--- src/rtl/forwarding_scoreboard_pkg.sv ---
// forwarding_scoreboard_pkg: shared types and constants for the forwarding scoreboard.
//   scoreboard_entry_t : one in-flight instruction (valid, rd, we, ready_stage)
//   FwdFromRegFile     : forward_sel value meaning "read the register file"
//   ReadyAtEx/ReadyAtMem : ready_stage encodings for ALU results and loads
// Entry fields are sized to fixed maxima so the struct can live in the package;
// parameterised widths in the modules are zero-extended into them.
package forwarding_scoreboard_pkg;

  localparam int unsigned MaxRegAddrWidth = 8;
  localparam int unsigned MaxSelWidth     = 4;

  localparam int unsigned FwdFromRegFile = 0;
  localparam int unsigned ReadyAtEx      = 0;
  localparam int unsigned ReadyAtMem     = 1;

  typedef struct packed {
    logic                       valid;
    logic [MaxRegAddrWidth-1:0] rd;
    logic                       we;
    logic [MaxSelWidth-1:0]     ready_stage;
  } scoreboard_entry_t;

endpackage

--- src/rtl/forwarding_scoreboard_match.sv ---
// scoreboard_match: forwarding select and hazard for one decode read port.
//   entries : in-flight entry array, index 0 = youngest (EX)
//   rs_addr : source register of this port
//   rs_used : source is actually read
//   sel     : 0 = register file, k+1 = entry k supplies the operand
//   hazard  : youngest matching producer has not reached its ready stage
module scoreboard_match
  import forwarding_scoreboard_pkg::*;
#(
  parameter int unsigned PIPE_DEPTH     = 3,
  parameter int unsigned REG_ADDR_WIDTH = 5,
  parameter int unsigned SEL_WIDTH      = 2
) (
  input  scoreboard_entry_t [PIPE_DEPTH-1:0] entries,
  input  logic [REG_ADDR_WIDTH-1:0]          rs_addr,
  input  logic                               rs_used,
  output logic [SEL_WIDTH-1:0]               sel,
  output logic                               hazard
);

  logic found;

  // Youngest-first scan: the first hit is latched via 'found'.
  always_comb begin
    sel    = SEL_WIDTH'(FwdFromRegFile);
    hazard = 1'b0;
    found  = 1'b0;
    for (int unsigned k = 0; k < PIPE_DEPTH; k++) begin
      if (!found && rs_used && entries[k].valid && entries[k].we &&
          (entries[k].rd != '0) &&
          (entries[k].rd == MaxRegAddrWidth'(rs_addr))) begin
        found  = 1'b1;
        sel    = SEL_WIDTH'(k + 1);
        hazard = (k < 32'(entries[k].ready_stage));
      end
    end
  end

endmodule

--- src/rtl/forwarding_scoreboard.sv ---
// forwarding_scoreboard: tracks in-flight destination registers after decode and
// produces per-port forwarding selects plus a load-use hazard stall.
//   clock, reset      : single clock, synchronous active-high reset
//   issue_*           : instruction leaving decode this cycle
//   rs_addr, rs_used  : decode source registers
//   stall_in, flush   : external freeze; squash of decode + EX entry
//   forward_sel       : per-port operand mux select (combinational)
//   hazard_stall      : decode must hold (combinational)
//   stall_cycles      : hazard stall counter, present only when
//                       FORWARDING_SCOREBOARD_PERF_EN is defined
module forwarding_scoreboard
  import forwarding_scoreboard_pkg::*;
#(
  parameter  int unsigned PIPE_DEPTH     = 3,
  parameter  int unsigned NUM_READ_PORTS = 2,
  parameter  int unsigned REG_ADDR_WIDTH = 5,
  localparam int unsigned SEL_WIDTH      = $clog2(PIPE_DEPTH + 1)
) (
  input  logic                                           clock,
  input  logic                                           reset,
  input  logic                                           issue_valid,
  input  logic [REG_ADDR_WIDTH-1:0]                      issue_rd,
  input  logic                                           issue_we,
  input  logic [SEL_WIDTH-1:0]                           issue_ready_stage,
  input  logic [NUM_READ_PORTS-1:0][REG_ADDR_WIDTH-1:0]  rs_addr,
  input  logic [NUM_READ_PORTS-1:0]                      rs_used,
  input  logic                                           stall_in,
  input  logic                                           flush,
  output logic [NUM_READ_PORTS-1:0][SEL_WIDTH-1:0]       forward_sel,
  output logic                                           hazard_stall
`ifdef FORWARDING_SCOREBOARD_PERF_EN
  ,
  output logic [31:0]                                    stall_cycles
`endif
);

  scoreboard_entry_t [PIPE_DEPTH-1:0] entries_q, entries_d;
  logic [NUM_READ_PORTS-1:0]          port_hazard;

  for (genvar p = 0; p < NUM_READ_PORTS; p++) begin : g_port
    scoreboard_match #(
      .PIPE_DEPTH     (PIPE_DEPTH),
      .REG_ADDR_WIDTH (REG_ADDR_WIDTH),
      .SEL_WIDTH      (SEL_WIDTH)
    ) u_match (
      .entries (entries_q),
      .rs_addr (rs_addr[p]),
      .rs_used (rs_used[p]),
      .sel     (forward_sel[p]),
      .hazard  (port_hazard[p])
    );
  end

  assign hazard_stall = |port_hazard;

  // Flush overrides both the shift (EX entry dropped, not moved to MEM) and
  // stall_in (entry 0 cleared even while frozen).
  always_comb begin
    entries_d = entries_q;
    if (!stall_in) begin
      for (int unsigned k = 1; k < PIPE_DEPTH; k++) begin
        entries_d[k] = (k == 1 && flush) ? '0 : entries_q[k-1];
      end
      entries_d[0] = '0;
      if (issue_valid && !hazard_stall && !flush) begin
        entries_d[0].valid       = 1'b1;
        entries_d[0].rd          = MaxRegAddrWidth'(issue_rd);
        entries_d[0].we          = issue_we;
        entries_d[0].ready_stage = MaxSelWidth'(issue_ready_stage);
      end
    end
    if (flush) begin
      entries_d[0] = '0;
    end
  end

  always_ff @(posedge clock) begin
    if (reset) begin
      entries_q <= '0;
    end else begin
      entries_q <= entries_d;
    end
  end

`ifdef FORWARDING_SCOREBOARD_PERF_EN
  logic [31:0] stall_cycles_q, stall_cycles_d;

  always_comb begin
    stall_cycles_d = stall_cycles_q;
    if (hazard_stall && !stall_in && (stall_cycles_q != '1)) begin
      stall_cycles_d = stall_cycles_q + 32'd1;
    end
  end

  always_ff @(posedge clock) begin
    if (reset) begin
      stall_cycles_q <= '0;
    end else begin
      stall_cycles_q <= stall_cycles_d;
    end
  end

  assign stall_cycles = stall_cycles_q;
`endif

  ready_stage_legal: assert property (@(posedge clock) disable iff (reset)
    issue_valid |-> (32'(issue_ready_stage) < PIPE_DEPTH));

endmodule

--- config.mk ---
export PLATFORM = sky130hd
export DESIGN_NAME = forwarding_scoreboard
export DESIGN_NICKNAME = d
export VERILOG_FILES = /design/src/rtl/forwarding_scoreboard_pkg.sv /design/src/rtl/forwarding_scoreboard_match.sv /design/src/rtl/forwarding_scoreboard.sv
export SDC_FILE = /design/constraint.sdc
export NUM_CORES = 1
export LEC_CHECK = 0
export CELL_PAD_IN_SITES_DETAIL_PLACEMENT = 1
export CELL_PAD_IN_SITES_GLOBAL_PLACEMENT = 2
export CORE_ASPECT_RATIO = 1.4
export CORE_MARGIN = 1
export CORE_UTILIZATION = 27
export DETAILED_ROUTE_END_ITERATION = 6
export GPL_ROUTABILITY_DRIVEN = 0
export PLACE_DENSITY = 0.82
export SLEW_MARGIN = 30
export SYNTH_ARGS = -nofsm -noshare
export SYNTH_HDL_FRONTEND = slang
export SYNTH_SLANG_ARGS = --single-unit
--- constraint.sdc ---
create_clock -name clock -period 2.8 [get_ports clock]
set_clock_uncertainty 0.2 [all_clocks]
set_input_delay 0.56 -clock clock [delete_from_list [all_inputs] [get_ports clock]]
set_output_delay 0.56 -clock clock [all_outputs]
set_load 0.01 [all_outputs]
==> summary.md <==
| Metric | Value |
|---|---|
| Area occupied by multi-input gates | `between 1000 and 1500 um2` |
| Rel. slew slack | `0.732` |
| Slowest CP cell | `or4_4` |
| Tmin final | `3.22 ns` |
| Die Height | `90.5 um` |
| Die ar. | `5900 um2` |
| Gate power share | `0.175` |
| Core Region | `5280 um2` |
| Synthesized flop and latch total | `27` |
| Initial antenna violation count | `0` |
| IO Count | `30` |
| GR Overflow Total | `0` |
| First-pass GRT wire length | `8450 um` |
| Leakage dissipation | `0.000995 uW` |
| Count of pins over their slew limit | `0` |
| DP Worst Slack | `-1.03 ns` |
| Commonest cells in the netlist | `dfxtp_1, nor2_1, xnor2_1` |
| Netlist cell types | `29` |
| Initial Util | `0.286` |
| Power density cells | `326 nW/um2` |
| Pint | `around 570 uW` |
| Inst Count DP | `307` |
| DRT met1 WL | `about 2100 um` |
| Clk Latency, worst-skew pair | `0.28 ns` |
| Top sig layer | `met4` |
| Failing checks | `negative setup slack` |
| Worst Tran Pin Value | `0.399 ns` |
| Sequential power share | `0.506` |
| Synthesized area | `1510 um2` |
| CTS H-Tree Depth | `1` |
| CTS max path bufs | `2` |
| Max Cap Viol | `0` |
| Via count | `1,553` |
| Fmax | `310 MHz` |
| Post-synth EDFFs | `0` |
| Ys flop type | `dfxtp_1` |
| Sum of net half-perimeters after detailed placement | `approximately 3800 um` |
| CP cell instances | `or4_4, o211ai_1, or4_4, buf_6, o22ai_4, and2_4, or3b_4, buf_6` |
| WP data arrival | `2.46 ns` |
| Yosys top cell by area | `dfxtp_1` |
| Proportion of layout cells with a drive suffix above 1 | `0.384` |
| Final Hold Fails | `0` |
| Wirelength, routed | `5220 um` |
| Final worst-path setup slack | `-0.425 ns` |
| Register area | `548 um2` |
| Met2 routed WL | `2930 um` |
| Die Wd | `around 65 um` |
| WL/cell | `16.5 um` |
| Total power | `775 uW` |
| Post-Route Utilization | `0.451` |
| # diodes | `0` |
| CTS clk-pin slew, worst paths | `0.11 ns` |
| Top-count cell post-synth | `dfxtp_1` |
| Clk root buf | `clkbuf_8` |
| Largest fanout on the critical path | `2` |
| Fin crit share | `1.15` |
| Worst Path Buf+Inv | `2` |
| Port Buffer Count | `29` |
| DR iter-0 viols | `74` |
| Gate count after technology mapping | `173` |
| YS warnings | `0` |
| Worst vdd ir | `0.232 mV` |
| RSZ-0062 raised after global routing | `yes` |
| Initial DRT Pass Iterations | `4` |
| FP Rows | `31` |
| Max reg flops | `27` |
| Worst setup SP type | `flip-flop` |
| Nets | `276` |
| Status | `complete, but fails checks` |
| Fill cell count | `about 650` |
| Sink Count | `27` |
| Area Growth Syn to Fin | `57.5%` |
| Crit Path Class | `flip-flop to output pin` |
| Syn_nets | `198` |
| Clk pwr share | `0.319` |
| Worst path max stage delay | `0.52 ns` |
| Largest cells by area after synthesis | `dfxtp_1, xnor2_1, xor2_1` |
| CP endpoint kind | `output pin` |
| Sw Pwr | `206 uW` |
| CTS tree | `built` |
| Gr usage total | `0.187` |
| Cts bufs inserted | `3` |
| Largest regs | `entries_q (27)` |
| Req. time, crit path | `a little over 2 ns` |
| Seq/Total Area, Yosys | `0.358` |
| Switch share | `0.265` |
| Share of flip-flops with an asynchronous set or reset | `0` |
| Largest net degree at the start of global routing | `26` |
| Endpoints failing setup | `4` |
| Worst hold-check path type | `flip-flop to flip-flop` |
| Top reg by flops | `entries_q` |
| DR WL met3 | `113 um` |
| Area share of the largest cell type after synthesis | `0.358` |
| DRC viols | `0` |
| Post-CTS Hold Buffers | `0` |
| Synth Area per Inst | `a little under 9 um2` |
| Fin cells | `316` |
| DRT antenna net count | `0` |
| Crit path max-delay family | `simple AND/OR/NAND/NOR gates` |
| Vias in the first global route | `roughly 1,600` |
| Avg Vias per Cell | `4.91` |
## stage by stage
stage               setup TNS, ns  area [um2]  hold slack [ns]
floorplan                 -0.0961        1510            0.240
global placement            -4.17        2200            0.268
detailed placement          -4.67        2200            0.275
CTS                        -0.682        2330            0.290
global route                -1.01        2380            0.325
finish                     -0.750        2380            0.292
## what timing repair did
item / 4_1_cts / 5_1_grt
resized for setup: 72 / 13
endpoints found under the setup margin: 5 / 5
buffers inserted: 3 / 2
pin swaps: 18 / 9
## layer usage
layer / GRT usage / up-vias
met2: 0.351 / 25
met5: 0 / -
met1: 0.218 / 747
met3: 0.0253 / 4
met4: 0.0380 / 0
li1: - / 777
## layout make-up
| cell class | count | area share |
|---|---|---|
| clock buffers | 3 | 0.0174 |
| clock inverters | 1 | 0.00368 |
| multi-input cells | 138 | 0.439 |
| flip-flops and latches | 27 | 0.230 |
| well taps | 66 | 0.0347 |
| repair buffers | 81 | 0.275 |
## power groups by stage
| stage | Sequential (uW) | Combinational, uW | Clock [uW] |
|---|---|---|---|
| after CTS | 392 | 134 | 253 |
| final | 392 | 135 | 247 |
| after global placement | 400 | 125 | 0 |
| after detailed placement | 400 | 128 | 0 |
| after floorplan | 400 | 47.9 | 0 |
| after global routing | 393 | 147 | 268 |
## cell usage in the layout (no fill, tap or decap), drive strengths merged, types with 5 or more instances in the layout
cell and count:
buf 62, dfxtp 27, nor2 19, xnor2 19, clkdlybuf4s50 14, nand3 12, nor3b 12, nand2 11
xor2 11, a21oi 11, o31ai 10, mux2i 9, clkbuf 5
## worst paths after layout
kind,slack (ns),endpoint,depth (start not counted),start
max,-0.42,hazard_stall,8,entries_q[19]
min,0.29,entries_q[0],2,entries_q[0]
max reg2reg,0.18,entries_q[6],10,entries_q[19]
min reg2reg,0.29,entries_q[0],2,entries_q[0]
## kinds of logic after synthesis
| group | synth area share |
|---|---|
| flops | 0.358 |
| xor+xnor | 0.174 |
| compound gates | 0.119 |
| simple gates | 0.264 |
| mux | 0.0597 |
| buf+inv | 0.0249 |
## tightest hold or removal path, cell delays in order, from the launching register on
cell	delay [ns]
dfxtp_1	0.35
nand2_1	0.06
o31ai_1	0.05
No activity file was read; power rests on OpenSTA's default activity.
